File: config.mk
export PLATFORM = sky130hd
export DESIGN_NAME = decode_queue
export DESIGN_NICKNAME = d
export VERILOG_FILES = /design/src/rtl/decode_queue.sv
export SDC_FILE = /design/constraint.sdc
export NUM_CORES = 1
export LEC_CHECK = 0
export ABC_AREA = 1
export CAP_MARGIN = 20
export CORE_UTILIZATION = 50
export DETAILED_ROUTE_END_ITERATION = 8
export PLACE_DENSITY = 0.75
export SKIP_CTS_REPAIR_TIMING = 1
export SLEW_MARGIN = 20
export SYNTH_ARGS = -nofsm -noshare
export SYNTH_HDL_FRONTEND = slang
export SYNTH_SLANG_ARGS = --single-unit
File: constraint.sdc
create_clock -name clk_i -period 7.14 [get_ports clk_i]
set_clock_uncertainty 0.15 [all_clocks]
set_input_delay 2.142 -clock clk_i [delete_from_list [all_inputs] [get_ports clk_i]]
set_output_delay 2.142 -clock clk_i [all_outputs]
set_load 0.1 [all_outputs]
File: src/rtl/decode_queue.sv
// decode_queue: buffered instruction decode front end.
// A DEPTH-entry FIFO of {instr, pc} feeds a registered decode output stage.
// Optional build macro DECODE_QUEUE_PERF_EN adds decoded/stall perf counters.
module decode_queue #(
    parameter int unsigned DEPTH = 4,
    parameter int unsigned XLEN  = 64
) (
    input  logic                       clk_i,
    input  logic                       rst_i,
    input  logic                       flush_i,
    input  logic                       fetch_valid_i,
    output logic                       fetch_ready_o,
    input  logic [31:0]                fetch_instr_i,
    input  logic [XLEN-1:0]            fetch_pc_i,
    output logic                       dec_valid_o,
    input  logic                       dec_ready_i,
    output logic [31:0]                dec_instr_o,
    output logic [XLEN-1:0]            dec_pc_o,
    output logic [3:0]                 dec_class_o,
    output logic                       dec_reg_we_o,
    output logic                       dec_mem_we_o,
    output logic                       dec_mem_access_o,
    output logic                       dec_load_o,
    output logic                       dec_branch_o,
    output logic                       dec_jump_o,
    output logic                       dec_exc_o,
    output logic [3:0]                 dec_cause_o,
    output logic [$clog2(DEPTH+1)-1:0] occupancy_o
`ifdef DECODE_QUEUE_PERF_EN
    ,
    output logic [63:0]                perf_decoded_o,
    output logic [63:0]                perf_stall_o
`endif
);

    localparam int unsigned AW = (DEPTH > 1) ? $clog2(DEPTH) : 1;
    localparam int unsigned CW = $clog2(DEPTH + 1);

    localparam logic [31:0] ECALL  = 32'h0000_0073;
    localparam logic [31:0] EBREAK = 32'h0010_0073;

    logic [31:0]     instr_mem [DEPTH];
    logic [XLEN-1:0] pc_mem    [DEPTH];
    logic [AW-1:0]   rd_ptr;
    logic [AW-1:0]   wr_ptr;
    logic [CW-1:0]   count;
    logic [CW-1:0]   count_next;
    logic            push;
    logic            pop;

    logic [31:0]     head_instr;
    logic [3:0]      d_class;
    logic            d_reg_we;
    logic            d_mem_we;
    logic            d_mem_access;
    logic            d_load;
    logic            d_branch;
    logic            d_jump;
    logic            d_exc;
    logic [3:0]      d_cause;

    assign push       = fetch_valid_i & fetch_ready_o;
    assign pop        = (count != '0) & (~dec_valid_o | dec_ready_i);
    assign count_next = count + CW'(push) - CW'(pop);
    assign head_instr = instr_mem[rd_ptr];
    assign occupancy_o = count;

    // FIFO storage write; contents need no reset since count gates use
    always_ff @(posedge clk_i) begin
        if (push && !flush_i && !rst_i) begin
            instr_mem[wr_ptr] <= fetch_instr_i;
            pc_mem[wr_ptr]    <= fetch_pc_i;
        end
    end

    // FIFO pointers, count and registered ready; flush beats push/pop
    always_ff @(posedge clk_i) begin
        if (rst_i) begin
            rd_ptr        <= '0;
            wr_ptr        <= '0;
            count         <= '0;
            fetch_ready_o <= 1'b0;
        end else if (flush_i) begin
            rd_ptr        <= '0;
            wr_ptr        <= '0;
            count         <= '0;
            fetch_ready_o <= 1'b1;
        end else begin
            if (push) wr_ptr <= wr_ptr + AW'(1);
            if (pop)  rd_ptr <= rd_ptr + AW'(1);
            count         <= count_next;
            fetch_ready_o <= (count_next != CW'(DEPTH));
        end
    end

    // Decode the FIFO head into class, control flags and exception cause
    always_comb begin
        d_class      = 4'd15;
        d_reg_we     = 1'b0;
        d_mem_we     = 1'b0;
        d_mem_access = 1'b0;
        d_load       = 1'b0;
        d_branch     = 1'b0;
        d_jump       = 1'b0;
        d_exc        = 1'b0;
        d_cause      = 4'd0;
        case (head_instr[6:0])
            7'b0110111: d_class = 4'd0;
            7'b0010111: d_class = 4'd1;
            7'b1101111: d_class = 4'd2;
            7'b1100111: d_class = 4'd3;
            7'b1100011: d_class = 4'd4;
            7'b0000011: d_class = 4'd5;
            7'b0100011: d_class = 4'd6;
            7'b0010011: d_class = 4'd7;
            7'b0110011: d_class = 4'd8;
            7'b0011011: d_class = 4'd9;
            7'b0111011: d_class = 4'd10;
            7'b1110011: d_class = 4'd11;
            7'b0001111: d_class = 4'd12;
            default:    d_class = 4'd15;
        endcase
        case (d_class)
            4'd0, 4'd1, 4'd7, 4'd8, 4'd9, 4'd10: d_reg_we = 1'b1;
            4'd2, 4'd3: begin
                d_reg_we = 1'b1;
                d_jump   = 1'b1;
            end
            4'd4: d_branch = 1'b1;
            4'd5: begin
                d_reg_we     = 1'b1;
                d_mem_access = 1'b1;
                d_load       = 1'b1;
            end
            4'd6: begin
                d_mem_we     = 1'b1;
                d_mem_access = 1'b1;
            end
            4'd11: begin
                if (head_instr == ECALL) begin
                    d_exc   = 1'b1;
                    d_cause = 4'd11;
                end else if (head_instr == EBREAK) begin
                    d_exc   = 1'b1;
                    d_cause = 4'd3;
                end else begin
                    d_reg_we = 1'b1;
                end
            end
            4'd15: begin
                d_exc   = 1'b1;
                d_cause = 4'd2;
            end
            default: d_reg_we = 1'b0;
        endcase
    end

    // Output stage: load on pop, clear on consume-with-empty, else hold
    always_ff @(posedge clk_i) begin
        if (rst_i) begin
            dec_valid_o      <= 1'b0;
            dec_instr_o      <= '0;
            dec_pc_o         <= '0;
            dec_class_o      <= '0;
            dec_reg_we_o     <= 1'b0;
            dec_mem_we_o     <= 1'b0;
            dec_mem_access_o <= 1'b0;
            dec_load_o       <= 1'b0;
            dec_branch_o     <= 1'b0;
            dec_jump_o       <= 1'b0;
            dec_exc_o        <= 1'b0;
            dec_cause_o      <= '0;
        end else if (flush_i) begin
            dec_valid_o <= 1'b0;
        end else if (pop) begin
            dec_valid_o      <= 1'b1;
            dec_instr_o      <= head_instr;
            dec_pc_o         <= pc_mem[rd_ptr];
            dec_class_o      <= d_class;
            dec_reg_we_o     <= d_reg_we;
            dec_mem_we_o     <= d_mem_we;
            dec_mem_access_o <= d_mem_access;
            dec_load_o       <= d_load;
            dec_branch_o     <= d_branch;
            dec_jump_o       <= d_jump;
            dec_exc_o        <= d_exc;
            dec_cause_o      <= d_cause;
        end else if (dec_ready_i) begin
            dec_valid_o <= 1'b0;
        end
    end

`ifdef DECODE_QUEUE_PERF_EN
    // Perf counters: survive flush, clear only on reset, wrap naturally
    always_ff @(posedge clk_i) begin
        if (rst_i) begin
            perf_decoded_o <= '0;
            perf_stall_o   <= '0;
        end else begin
            if (dec_valid_o && dec_ready_i)     perf_decoded_o <= perf_decoded_o + 64'd1;
            if (fetch_valid_i && !fetch_ready_o) perf_stall_o  <= perf_stall_o + 64'd1;
        end
    end
`endif

endmodule

==> results of run 1 <==
## routing by layer
layer,global-route usage (%),share of wire (%),up-vias
li1,-,-,6191
met1,31.0,41,6231
met2,38.0,48,523
met3,5.14,8.9,76
met4,7.26,2.2,10
met5,0,0.17,-
## where the power goes
part / switching [uW] / total [uW] / internal, uW
logic: 3310 / 4190 / 886
registers: 205 / 3710 / 3510
clock network: 1070 / 2560 / 1490
total: 4580 / 10500 / 5880
## final cells by class
cell class | instances | area, sq um | area share (%)
Tap cell | 511 | 639 | 2.74
Sequential cell | 505 | 14000 | 59.9
Multi-Input combinational cell | 1018 | 4610 | 19.8
Timing Repair Buffer | 234 | 2320 | 9.96
Clock buffer | 73 | 1420 | 6.08
Clock inverter | 19 | 211 | 0.908
Inverter | 32 | 125 | 0.537
Antenna cell | 6 | 15.0 | 0.0645
## metrics by stage
step | hold WS (ps) | cell area (sq um) | total power [uW]
floorplan | 340 | 19100 | 6910
global placement | 309 | 21600 | 7900
detailed placement | 310 | 21600 | 7950
CTS | 319 | 23300 | 10500
global route | 338 | 23300 | 10900
finish | 315 | 23300 | 10500
## sequential cells by signal (all words and copies together) (netlist names), named ones only
| name | flops |
|---|---|
| pc_mem | 256 |
| instr_mem | 128 |
| dec_pc_o | 64 |
| dec_instr_o | 32 |
| dec_class_o | 4 |
| dec_cause_o | 3 |
| occupancy_o | 3 |
| rd_ptr | 2 |
| wr_ptr | 2 |
| dec_branch_o | 1 |
| dec_exc_o | 1 |
| dec_jump_o | 1 |
| dec_load_o | 1 |
| dec_mem_access_o | 1 |
| dec_mem_we_o | 1 |
| dec_reg_we_o | 1 |
| dec_valid_o | 1 |
| fetch_ready_o | 1 |
## critical path, cell delays in order
cell and delay [ps]:
clkdlybuf4s50_1 690, nor2_1 400, nand3_1 390, nor2_4 760, buf_4 470
## worst paths after layout
kind,from,endpoint
setup / recovery,rst_i,pc_mem[1][51]
hold reg to reg,dec_cause_o[3],dec_cause_o[3]
setup reg to reg,register,dec_exc_o
hold / removal,dec_cause_o[3],dec_cause_o[3]
## cells by family after synthesis
group	synth area share, %
fa+ha+maj	0.499
simple gates	13.7
flops	73.2
xor+xnor	0.0919
other cells	0.0197
buf+inv	2.88
compound gates	9.63
## cells in the mapped netlist
cell	n	area [sq um]
buf_6	2	22.5
o31ai_1	1	7.51
conb_1	1	3.75
dfxtp_1	121	2420
o21ai_0	230	1150
buf_2	19	95.1
buf_1	5	18.8
nand3_1	81	405
nand2_2	3	18.8
o21a_1	3	22.5
edfxtp_1	384	11500
xor2_1	1	8.76
nor2_1	293	1100
nor3_2	1	10.0
o22ai_1	64	400
nand2_1	270	1010
o21ai_1	2	10.0
nor2_2	1	6.26
clkbuf_1	72	270
nor2_4	1	11.3
ha_1	6	75.1
inv_2	2	7.51
nand4_1	6	37.5
a21oi_1	49	245
xnor2_1	1	8.76
fa_1	1	20.0
nor3_1	3	15.0
inv_1	30	113
buf_4	3	22.5
==> summary.md, run 1 <==
| Metric | Value |
|---|---|
| Status | finished clean |
| Leak | 0.00834 uW |
| Antenna violations before repair | 10 |
| Placer Congestion | 0.871 |
| Max Cap Viol | 0 |
| Post-place setup slack | 1720 ps |
| Final count of hold timing violations | 0 |
| Drc violations | 0 |
| Final core utilization | 62.0% |
| Final worst path period share | 67.2% |
| Clock period minus worst slack | 4800 ps |
| Initial core utilization | 50.8% |
| Post-Syn Area | 19100 sq um |
| Drt pass-1 iters | 7 |
| Vias | 13031 |
| First-pass GRT wire length | 70100 um |
| Detailed Route Iter0 Violations | 977 |
| CP Class | primary input to register |
| Routed len/inst | 18.6 um |
| Finish-stage setup viols | 0 |
| # port buffers | 215 |
| Layout cells sized above 1 | 5.95% |
| Total grt overflow | 0 |
| Post-Route WL | 44700 um |
| Slew HR | 26.6% |
| CP endpoint kind | register |
| Avg Inst Size Synth | 11.5 sq um |
| Die area | 38900 sq um |
| Maximum vdd drop | 0.400 mV |
| Worst-margin pin slew | 1100 ps |
| Commonest non-fill, non-tap cell in the layout | edfxtp_1 |
| Clock tree sinks | 505 |
| RSZ-0062 raised after global routing | false |
| Pins Over Slew Limit | 0 |
| Type of origin of the critical path | primary input |
| Post-Syn Nets | 1764 |
| Final HPWL DP | 26100 um |
| Crit Path Max Fanout | 25 |
| Reg2reg path depth | 14 |
| CTS Root Buffer Type | clkbuf_16 |
| Synth unique cells | 29 |
| Clk slew on worst S/H paths | 60 ps |
| CTS buffer count | 49 |
| Die H | 197 um |
| Post-synthesis instance total | 1656 |
| Via-to-Cell Ratio | 5.43 |
| Highest Clock Rate | 208 MHz |
| Layout Cells excl Fill | 2398 |
| Clk_lat worst skew | 580 ps |
| Worst EP required | 7220 ps |
| Core area | 37600 sq um |
| Detail Route Antenna Nets | 0 |
| Part of the Yosys area used for sequential elements | 73.2% |
| GRT Total Usage | 23.3% |
| CTS tree | done |
| Warnings, synthesis | 0 |
| Setup tns final | 0 ps |
| R2r setup slk | 3200 ps |
| Syn-to-layout area delta | 22.1% |
| FILL cells | 2884 |
| Post-placement cell count | 2300 |
| Crit path DAT | 4880 ps |
| Vias in the first global route | 12779 |
| Ports | 217 |
| Worst hold path cell count | 2 |
| Die X | 197 um |
| Final nets | 1948 |
| Min-delay worst type | register to register |
| H-Tree Depth | 2 |
| Pwr dens | 449 nW/um^2 |
| FP Rows | 71 |
| Slack of the critical path | 2340 ps |
| Commonest cells after routing, fill and taps aside | edfxtp_1 (384), nor2_1 (289), nand2_1 (270), o21ai_0 (230), clkdlybuf4s50_1 (215) |
| FF+latch count, synth | 505 |
| Clock Tree Buf Depth | 3 |
| Largest net degree at the start of global routing | 107 |
(Power assumes the default switching activity.)
==> run 2: changes to the inputs <==
--- a/config.mk
+++ b/config.mk
@@ -9,7 +9,7 @@
 export CAP_MARGIN = 20
 export CORE_UTILIZATION = 50
 export DETAILED_ROUTE_END_ITERATION = 8
-export PLACE_DENSITY = 0.75
+export PLACE_DENSITY = 0.72
 export SKIP_CTS_REPAIR_TIMING = 1
 export SLEW_MARGIN = 20
 export SYNTH_ARGS = -nofsm -noshare
==> constraint.sdc (replaced) <==
create_clock -name clk_i -period 4.5 [get_ports clk_i]
set_clock_uncertainty 0.15 [all_clocks]
set_input_delay 1.35 -clock clk_i [delete_from_list [all_inputs] [get_ports clk_i]]
set_output_delay 1.35 -clock clk_i [all_outputs]
set_load 0.1 [all_outputs]
==> summary.md, run 2 (synthesized netlist as in run 1, its figures left out) <==
| Metric | Value |
|---|---|
| FP Rows | 71 (unchanged) |
| Setup tns final | 0 ps (unchanged) |
| Clk slew on worst S/H paths | 60 ps (about the same) |
| Reg2reg path depth | 13 (-1) |
| CTS Root Buffer Type | clkbuf_16 |
| Fin area | 23700 sq um (+1.8%) |
| Drt pass-1 iters | 7 (unchanged) |
| Pins Over Slew Limit | 0 (unchanged) |
| Commonest non-fill, non-tap cell in the layout | edfxtp_1 |
| Clock tree sinks | 505 (unchanged) |
| GRT Total Usage | 24.2% (+0.98 points) |
| R2r setup slk | 1680 ps (-1520 ps) |
| Hold EP | dec_cause_o[1] |
| Vias | 13186 (+1.2%) |
| WP depth | 1 (-4) |
| Detail Route Antenna Nets | 0 (unchanged) |
| Vias in the first global route | 13062 (+2.2%) |
| Crit-path cells | clkdlybuf4s50_1 |
| Die X | 197 um (unchanged) |
| Status | finished clean |
| Clock period minus worst slack | 3690 ps |
| RSZ-0062 raised after global routing | false |
| CP max-delay cell | clkdlybuf4s50_1 |
| Via-to-Cell Ratio | 5.45 (+0.35%) |
| FILL cells | 2857 (-0.94%) |
| Routed len/inst | 19.1 um (+2.7%) |
| FF/Latch Area | 14000 sq um (unchanged) |
| Ports | 217 (unchanged) |
| Commonest cells after routing, fill and taps aside | edfxtp_1 (384), nor2_1 (289), nand2_1 (270), o21ai_0 (230), clkdlybuf4s50_1 (212) |
| Die area | 38900 sq um (unchanged) |
| # port buffers | 215 (unchanged) |
| Crit path buffers/inverters | 1 (-1) |
| Final HPWL DP | 28400 um (+8.8%) |
| Reg2reg end | dec_exc_o |
| Min-delay worst type | register to register |
| Finish-stage setup viols | 0 (unchanged) |
| Post-Route WL | 46300 um (+3.5%) |
| Highest Clock Rate | 271 MHz |
| Area after detailed placement | 22000 sq um (+1.7%) |
| Largest reg by FF count | pc_mem |
| Die H | 197 um (unchanged) |
| Worst-margin pin slew | 1080 ps (-18.1 ps) |
| CTS buffer count | 50 (+2.0%) |
| Core area | 37600 sq um (unchanged) |
| Placer Congestion | 0.878 (+0.87%) |
| Crit Path Max Fanout | 4 (-84%) |
| Biggest regs | pc_mem: 256 flops, instr_mem: 128 flops, dec_pc_o: 64 flops |
| Area of the multi-input gates | 4610 sq um (unchanged) |
| Final nets | 1969 (+1.1%) |
| CTS tree | done |
| Total grt overflow | 0 (unchanged) |
| CP Class | register to output pin |
| Drc violations | 0 (unchanged) |
| First-pass GRT wire length | 72600 um (+3.5%) |
| Clock Tree Buf Depth | 3 (unchanged) |
| CP endpoint kind | output pin |
| Largest stage delay, worst path | 1180 ps (+420 ps) |
| Slew HR | 28.0% (+1.4 points) |
| Largest net degree at the start of global routing | 143 (+34%) |
| Worst hold path cell count | 2 (unchanged) |
| Detailed Route Iter0 Violations | 1032 (+5.6%) |
| Max Cap Viol | 0 (unchanged) |
| Final worst path period share | 82.1% |
| Largest register FFs | 256 (unchanged) |
| Clk_lat worst skew | 600 ps (+20 ps) |
| Antenna violations before repair | 6 (-4) |
| Pwr dens | 710 nW/um^2 (+58%) |
| Layout Cells excl Fill | 2418 (+0.83%) |
| Maximum vdd drop | 0.716 mV (+79%) |
| Final count of hold timing violations | 0 (unchanged) |
| Syn-to-layout area delta | 24.3% |
| Layout cells sized above 1 | 7.04% (+1.1 points) |
| Type of origin of the critical path | register |
| Worst EP required | 3000 ps (-4220 ps) |
| H-Tree Depth | 2 (unchanged) |
| Leak | 0.00853 uW (+2.3%) |
| Initial core utilization | 50.8% (unchanged) |
| CP delay by family, top | buffers and inverters |
| Hold_sp | dec_cause_o[1] |
| Crit path DAT | 2190 ps (-2690 ps) |
| Post-placement cell count | 2320 (+0.87%) |
-- run 2: cell types whose count changed in the layout (fill, tap and decap cells not counted), sizes merged --
cell,previous run,this run
inv,32,33
clkdlybuf4s50,215,212
clkinv,15,11
bufinv,3,4
clkbuf,73,77
diode,6,4
buf,19,42
-- run 2: worst register-to-register path: cells and delay by family (launching register included) --
family | cells | cell delay [ps]
and+or+nand+nor | 9 | 920
AOI/OAI and AO/OA | 2 | 340
DFF | 1 | 350
buffers and inverters | 2 | 930
-- run 2: layout make-up --
cell class              instances  share of cell area, %
flip-flops and latches        505                   58.9
multi-input cells            1018                   19.4
repair buffers                254                   11.3
clock buffers                  77                   6.22
well taps                     511                   2.70
clock inverters                17                  0.860
inverters                      32                  0.512
diodes                          4                 0.0422
-- run 2: how the worst max path moves through the flow --
| stage | start | endpoint | slack [ps] |
|---|---|---|---|
| 2_1_floorplan | flush_i | instr_mem[0][0] | -470 |
| 3_3_place_gp | flush_i | instr_mem[1][18] | 450 |
| 5_1_grt | occupancy_o[1] | occupancy_o[1] | 730 |
| 4_1_cts | occupancy_o[1] | occupancy_o[1] | 760 |
| 3_5_place_dp | flush_i | instr_mem[1][29] | 400 |
| 6_report | occupancy_o[1] | occupancy_o[1] | 810 |
-- run 2: metrics by stage --
step	util, %	setup slack (ps)	power [uW]	hold WS, ps
after floorplan	-	-474	11000	340
after global placement	58.5	454	12600	313
after detailed placement	58.6	397	12700	311
after CTS	63.0	765	16900	321
after global routing	63.1	729	17500	342
final	63.1	806	16800	320
-- run 2: where the power goes --
part | internal (uW) | leakage, uW | total [uW] | switching [uW]
sequential | 5560 | 0.00445 | 5910 | 351
clock | 2490 | 0.000818 | 4210 | 1720
combinational | 1450 | 0.00326 | 6700 | 5250
total | 9500 | 0.00853 | 16800 | 7330
-- run 2: metal layers --
layer / vias to the layer above / GRT usage [%] / wire (um)
met1: 6411 / 31.3 / 19200
met5: - / 0 / 45
li1: 6246 / - / -
met4: 6 / 8.35 / 1190
met3: 88 / 6.08 / 3450
met2: 435 / 39.9 / 22400
